<file path="config.mk">
export PLATFORM = sky130hd
export DESIGN_NAME = vec_mem_xfer
export DESIGN_NICKNAME = d
export VERILOG_FILES = /design/src/rtl/vec_pkg.sv /design/src/rtl/vec_mem_xfer.sv
export SDC_FILE = /design/constraint.sdc
export NUM_CORES = 1
export LEC_CHECK = 0
export CORE_ASPECT_RATIO = 0.5
export CORE_MARGIN = 2
export CORE_UTILIZATION = 45
export CTS_CLUSTER_DIAMETER = 120
export DETAILED_ROUTE_END_ITERATION = 8
export HOLD_SLACK_MARGIN = 0.05
export PLACE_DENSITY_LB_ADDON = 0.05
export SLEW_MARGIN = 30
export SYNTH_ARGS = -nofsm -noshare
export SYNTH_HDL_FRONTEND = slang
export SYNTH_SLANG_ARGS = --single-unit
</file>
<file path="constraint.sdc">
create_clock -name clk -period 8 [get_ports clk]
set_input_delay 1.6 -clock clk [delete_from_list [all_inputs] [get_ports clk]]
set_output_delay 1.6 -clock clk [all_outputs]
set_load 0.01 [all_outputs]
</file>
<file path="src/rtl/vec_pkg.sv">
// Shared definitions for the vector memory transfer block: index widths,
// alignment mask and the transfer FSM state encoding.
package vec_pkg;

  localparam int VREG_IDX_W = 2;
  localparam int VEC_PAIR_W = 64;

  // Low address bits that must be zero for a word-aligned transfer.
  localparam logic [1:0] MISALIGN_MASK = 2'b11;

  typedef enum logic [3:0] {
    IDLE     = 4'd0,
    LD_REQ0  = 4'd1,
    LD_WAIT0 = 4'd2,
    LD_REQ1  = 4'd3,
    LD_WAIT1 = 4'd4,
    LD_WB    = 4'd5,
    ST_REQ0  = 4'd6,
    ST_REQ1  = 4'd7,
    FIN      = 4'd8,
    ERR      = 4'd9
  } xferState_t;

endpackage

</file>
<file path="src/rtl/vec_mem_xfer.sv">
// Moves one 64-bit vector register pair between data memory and the 4x32
// vector register file: VLOAD reads two words then does one paired write,
// VSTORE snapshots the pair at accept and issues two posted word writes.
//
// state    | meaning
// ---------+----------------------------------------------------------
// IDLE     | ready for a command; read port follows cmd_vreg
// LD_REQ0  | read request for the low word at addr
// LD_WAIT0 | waiting for the low-word response
// LD_REQ1  | read request for the high word at addr+STRIDE
// LD_WAIT1 | waiting for the high-word response
// LD_WB    | single paired register write, done pulse
// ST_REQ0  | write request, low snapshot word to addr
// ST_REQ1  | write request, high snapshot word to addr+STRIDE
// FIN      | store complete, done pulse
// ERR      | misaligned command, done+err pulse, no side effects
module vec_mem_xfer
  import vec_pkg::*;
#(
  parameter int ADDR_W = 32,
  parameter int DATA_W = 32,
  parameter int STRIDE = 4
) (
  input  logic                  clk,
  input  logic                  rst,
  input  logic                  cmd_valid,
  output logic                  cmd_ready,
  input  logic                  cmd_store,
  input  logic [VREG_IDX_W-1:0] cmd_vreg,
  input  logic [ADDR_W-1:0]     cmd_addr,
  output logic                  mem_req_valid,
  input  logic                  mem_req_ready,
  output logic                  mem_req_we,
  output logic [ADDR_W-1:0]     mem_req_addr,
  output logic [DATA_W-1:0]     mem_req_wdata,
  input  logic                  mem_rsp_valid,
  input  logic [DATA_W-1:0]     mem_rsp_rdata,
  output logic [VREG_IDX_W-1:0] vr_addr_r,
  input  logic [DATA_W-1:0]     vr_rdata_lo,
  input  logic [DATA_W-1:0]     vr_rdata_hi,
  output logic [VREG_IDX_W-1:0] vr_addr_w,
  output logic                  vr_we,
  output logic [2*DATA_W-1:0]   vr_wdata,
  output logic                  busy,
  output logic                  done,
  output logic                  err
);

  xferState_t state, stateNext;

  logic                  storeQ;
  logic [VREG_IDX_W-1:0] vregQ;
  logic [ADDR_W-1:0]     addrQ;
  logic [DATA_W-1:0]     bufLo, bufHi;

  logic accept, misaligned;
  logic [ADDR_W-1:0] addrHi;

  assign accept     = cmd_valid && (state == IDLE);
  assign misaligned = (cmd_addr[1:0] & MISALIGN_MASK) != 2'b00;
  // Wraps modulo 2^ADDR_W by construction.
  assign addrHi     = addrQ + ADDR_W'(STRIDE);

  assign busy      = !cmd_ready;
  assign vr_addr_w = vregQ;
  assign vr_wdata  = {bufHi, bufLo};

  // State register.
  always_ff @(posedge clk or posedge rst) begin
    if (rst) state <= IDLE;
    else     state <= stateNext;
  end

  // Command latch: direction, base register and low-element address.
  always_ff @(posedge clk or posedge rst) begin
    if (rst) begin
      storeQ <= 1'b0;
      vregQ  <= '0;
      addrQ  <= '0;
    end else if (accept) begin
      storeQ <= cmd_store;
      vregQ  <= cmd_vreg;
      addrQ  <= cmd_addr;
    end
  end

  // Pair buffer: snapshot of the register pair on store accept, or the
  // assembled memory words during a load.
  always_ff @(posedge clk or posedge rst) begin
    if (rst) begin
      bufLo <= '0;
      bufHi <= '0;
    end else if (accept && cmd_store && !misaligned) begin
      bufLo <= vr_rdata_lo;
      bufHi <= vr_rdata_hi;
    end else if (state == LD_WAIT0 && mem_rsp_valid) begin
      bufLo <= mem_rsp_rdata;
    end else if (state == LD_WAIT1 && mem_rsp_valid) begin
      bufHi <= mem_rsp_rdata;
    end
  end

  // Next-state and per-state outputs; request fields come only from latched
  // state so they stay stable while a request is stalled.
  always_comb begin
    stateNext     = state;
    cmd_ready     = 1'b0;
    mem_req_valid = 1'b0;
    mem_req_we    = 1'b0;
    mem_req_addr  = addrQ;
    mem_req_wdata = '0;
    vr_addr_r     = vregQ;
    vr_we         = 1'b0;
    done          = 1'b0;
    err           = 1'b0;
    case (state)
      IDLE: begin
        cmd_ready = 1'b1;
        vr_addr_r = cmd_vreg;
        if (cmd_valid) begin
          if (misaligned)     stateNext = ERR;
          else if (cmd_store) stateNext = ST_REQ0;
          else                stateNext = LD_REQ0;
        end
      end
      LD_REQ0: begin
        mem_req_valid = 1'b1;
        if (mem_req_ready) stateNext = LD_WAIT0;
      end
      LD_WAIT0: if (mem_rsp_valid) stateNext = LD_REQ1;
      LD_REQ1: begin
        mem_req_valid = 1'b1;
        mem_req_addr  = addrHi;
        if (mem_req_ready) stateNext = LD_WAIT1;
      end
      LD_WAIT1: if (mem_rsp_valid) stateNext = LD_WB;
      LD_WB: begin
        vr_we     = 1'b1;
        done      = 1'b1;
        stateNext = IDLE;
      end
      ST_REQ0: begin
        mem_req_valid = 1'b1;
        mem_req_we    = 1'b1;
        mem_req_wdata = bufLo;
        if (mem_req_ready) stateNext = ST_REQ1;
      end
      ST_REQ1: begin
        mem_req_valid = 1'b1;
        mem_req_we    = 1'b1;
        mem_req_addr  = addrHi;
        mem_req_wdata = bufHi;
        if (mem_req_ready) stateNext = FIN;
      end
      FIN: begin
        done      = 1'b1;
        stateNext = IDLE;
      end
      ERR: begin
        done      = 1'b1;
        err       = 1'b1;
        stateNext = IDLE;
      end
      default: stateNext = IDLE;
    endcase
  end

endmodule

</file>
==> results.ini <==
[synth]
ys_seq_area_share_pct = 41.2
synthTopCellsByArea = dfrtp_1, mux2_2, mux2_4, mux2i_1, xor2_1
yosys_most_used_dff = dfrtp_1
ys_ff_latch = 102
ys_types = 38
synth_edf_count = 0
synth_fa_ha_area_share_pct = 0.202
yosysMostFrequentCell = mux2_2
synthXorXnorAreaFrac_pct = 4.10
syn_avg_cell_area_um2 = 12.4
synth_top_cell_area_share_pct = 41.2
postSynth.asyncResetShare_pct = 100
synth_compound_area_share_pct = 1.96
synthSimpleGateAreaFrac_pct = 9.33
synth.area.mux_share_pct = 39.6
postSynthCellCount = 500
synth_top_family_by_area = multiplexers
synth_top_area_cell = dfrtp_1
yosys_warnings = 0
syn_area_um2 = 6190
syn_nets = 637
synthTopCellsByCount = mux2_2, dfrtp_1, mux2_4

[floorplan]
die_area_um2 = 14800
core_um2 = 13500
start_util_pct = 45.8
rows = 30
fp.dieW_um = 170
chipHeight_um = 87.0
ioPinCount = 275

[cells_and_area]
fin_nets = 896
drive_above_1_share_pct = 25.8
layoutNonFillerInstCount = 940
n_fill_cell = 1041
num_antenna_cells = 0
finalInstanceArea_um2 = 9340
area_growth_pct = 50.8

[placed_design]
postPlaceCellArea_um2 = 9030
gp_congestion = 0.794
hpwl_mm = 12.1
portBuffers = 274
place_inst = 923

[grt]
grt_pass1_vias = 4814
grt_max_degree = 69
antenna_found_initial = 0
grt_usage_pct = 22.3
grt_pass1_wl_mm = 25.4
gr-total-overflow = 0

[timing]
fin_hold_ws_ns = 0.510
hold_viol = 0
worst_pin_slew_ns = 0.824
finalSetupViolCount = 0
rsz0062_at_grt = false
finalCriticalPeriod_ns = 4.79
min_period_over_period_pct = 59.9
tns_ns = 0
fin_skew_ns = 0.00914
fmax_ghz = 0.209
slew_headroom_pct = 45.0
maxSlewViolCount = 0

[clock_tree]
cts.sinks = 102
cts_setup_buffers = 0
post_cts_resized = 0
cts_buffers = 9
cts_htree_levels = 3
clk_pin_slew_worst_paths_ns = 0.07
cts_tree = done
cts_hold_buf = 0
cts.path.max_buffers = 2
clock_latency_ns = 0.34
root_buffer = clkbuf_16

[routing]
via_per_inst = 5.15
wirelength_mm = 16.6
drc = 0
drtPass1Iterations = 4
ant_nets = 0
wl_per_cell_um = 17.7
vias = 4839
drt_iter0_markers = 189

[worst_setup_path]
crit_arrival_ns = 3.19
crit_path_max_fanout = 15
worstPathRequired_ns = 6.40
setup.worst_path.class = register to output port
cp-end-kind = output port
start_kind = register

[power]
power_density_nw_per_um2 = 338
worst_ir_drop_vdd_mv = 0.149
leakage_uw = 0.00396

[worst_hold_path]
hp-class = register to register

[status]
status = completed

[flow_run]
maxCapViolCount = 0

metrics by stage:
stage | setup WS (ns) | util, % | total power [µW]
4_1_cts | 3.22 | 69.1 | 3190
5_1_grt | 3.03 | 69.1 | 3350
2_1_floorplan | 3.72 | - | 1880
6_report | 3.21 | 69.1 | 3160
3_5_place_dp | 3.47 | 66.8 | 2720
3_3_place_gp | 3.56 | 66.8 | 2690
critical path: stages, from the launching register on:
cell             delay [ns]
dfrtp_1                0.71
and3b_1                0.41
nand4_1                0.50
nor3b_1                0.39
xor2_1                 0.25
clkdlybuf4s50_1        0.59
worst paths after layout:
| kind | start | endpoint | slack [ns] | cells after the start |
|---|---|---|---|---|
| worst max-delay path | state[1] | mem_req_addr[24] | 3.21 | 5 |
| worst min-delay path | addrQ[1] | addrQ[1] | 0.51 | 1 |
| worst max register to register | state[0] | bufLo[31] | 5.22 | 6 |
| worst min register to register | addrQ[1] | addrQ[1] | 0.51 | 1 |
| max in group asynchronous | rst | bufLo[5] | 5.41 | 3 |
| min in group asynchronous | rst | addrQ[24] | 1.62 | 2 |
cells in the final DEF (no fill, tap or decap), types with 4 or more instances in the layout:
cell type / instances
clkdlybuf4s50_1: 274
mux2_2: 106
dfrtp_1: 101
mux2_4: 60
nor2_1: 45
mux2i_1: 36
xor2_1: 20
nand2_1: 17
nor3_1: 14
inv_1: 9
xnor2_1: 9
clkbuf_16: 9
nand4_1: 6
nand3_1: 5
buf_4: 5
and3_1: 4
and4_1: 4
registers in the layout, indices dropped and copies added, names as in the netlist:
register and cells:
addrQ 32, bufHi 32, bufLo 32, state 4, vr_addr_w 2
routing by layer:
metal,track usage (%),share of wire (%),vias to the layer above
met5,0,0,-
met4,4.97,1.3,0
met3,6.91,6.8,13
met2,38.7,49,153
met1,27.6,43,2378
li1,-,-,2295
logic make-up (layout without fill, tap and decap cells):
group | count (synthesis) | after routing
compound gates | 12 | 12
xor+xnor | 29 | 29
fa+ha+maj | 1 | 1
buf+inv | 43 | 307
flops | 102 | 102
mux | 202 | 202
simple gates | 111 | 111
where the power goes:
part           internal [µW]  switching, µW  leakage [µW]
combinational           1020            657       0.00260
sequential               782            251       0.00121
clock                    255            201      0.000147
area by class of cell:
| class | instances | area [µm²] | area share, % |
|---|---|---|---|
| Clock buffer | 11 | 243 | 2.60 |
| Clock inverter | 5 | 63.8 | 0.683 |
| Inverter | 10 | 40.0 | 0.428 |
| Multi-Input combinational cell | 355 | 3420 | 36.6 |
| Sequential cell | 102 | 2550 | 27.3 |
| Tap cell | 176 | 220 | 2.36 |
| Timing Repair Buffer | 281 | 2800 | 30.0 |
Power figures use the tool's default switching activity.
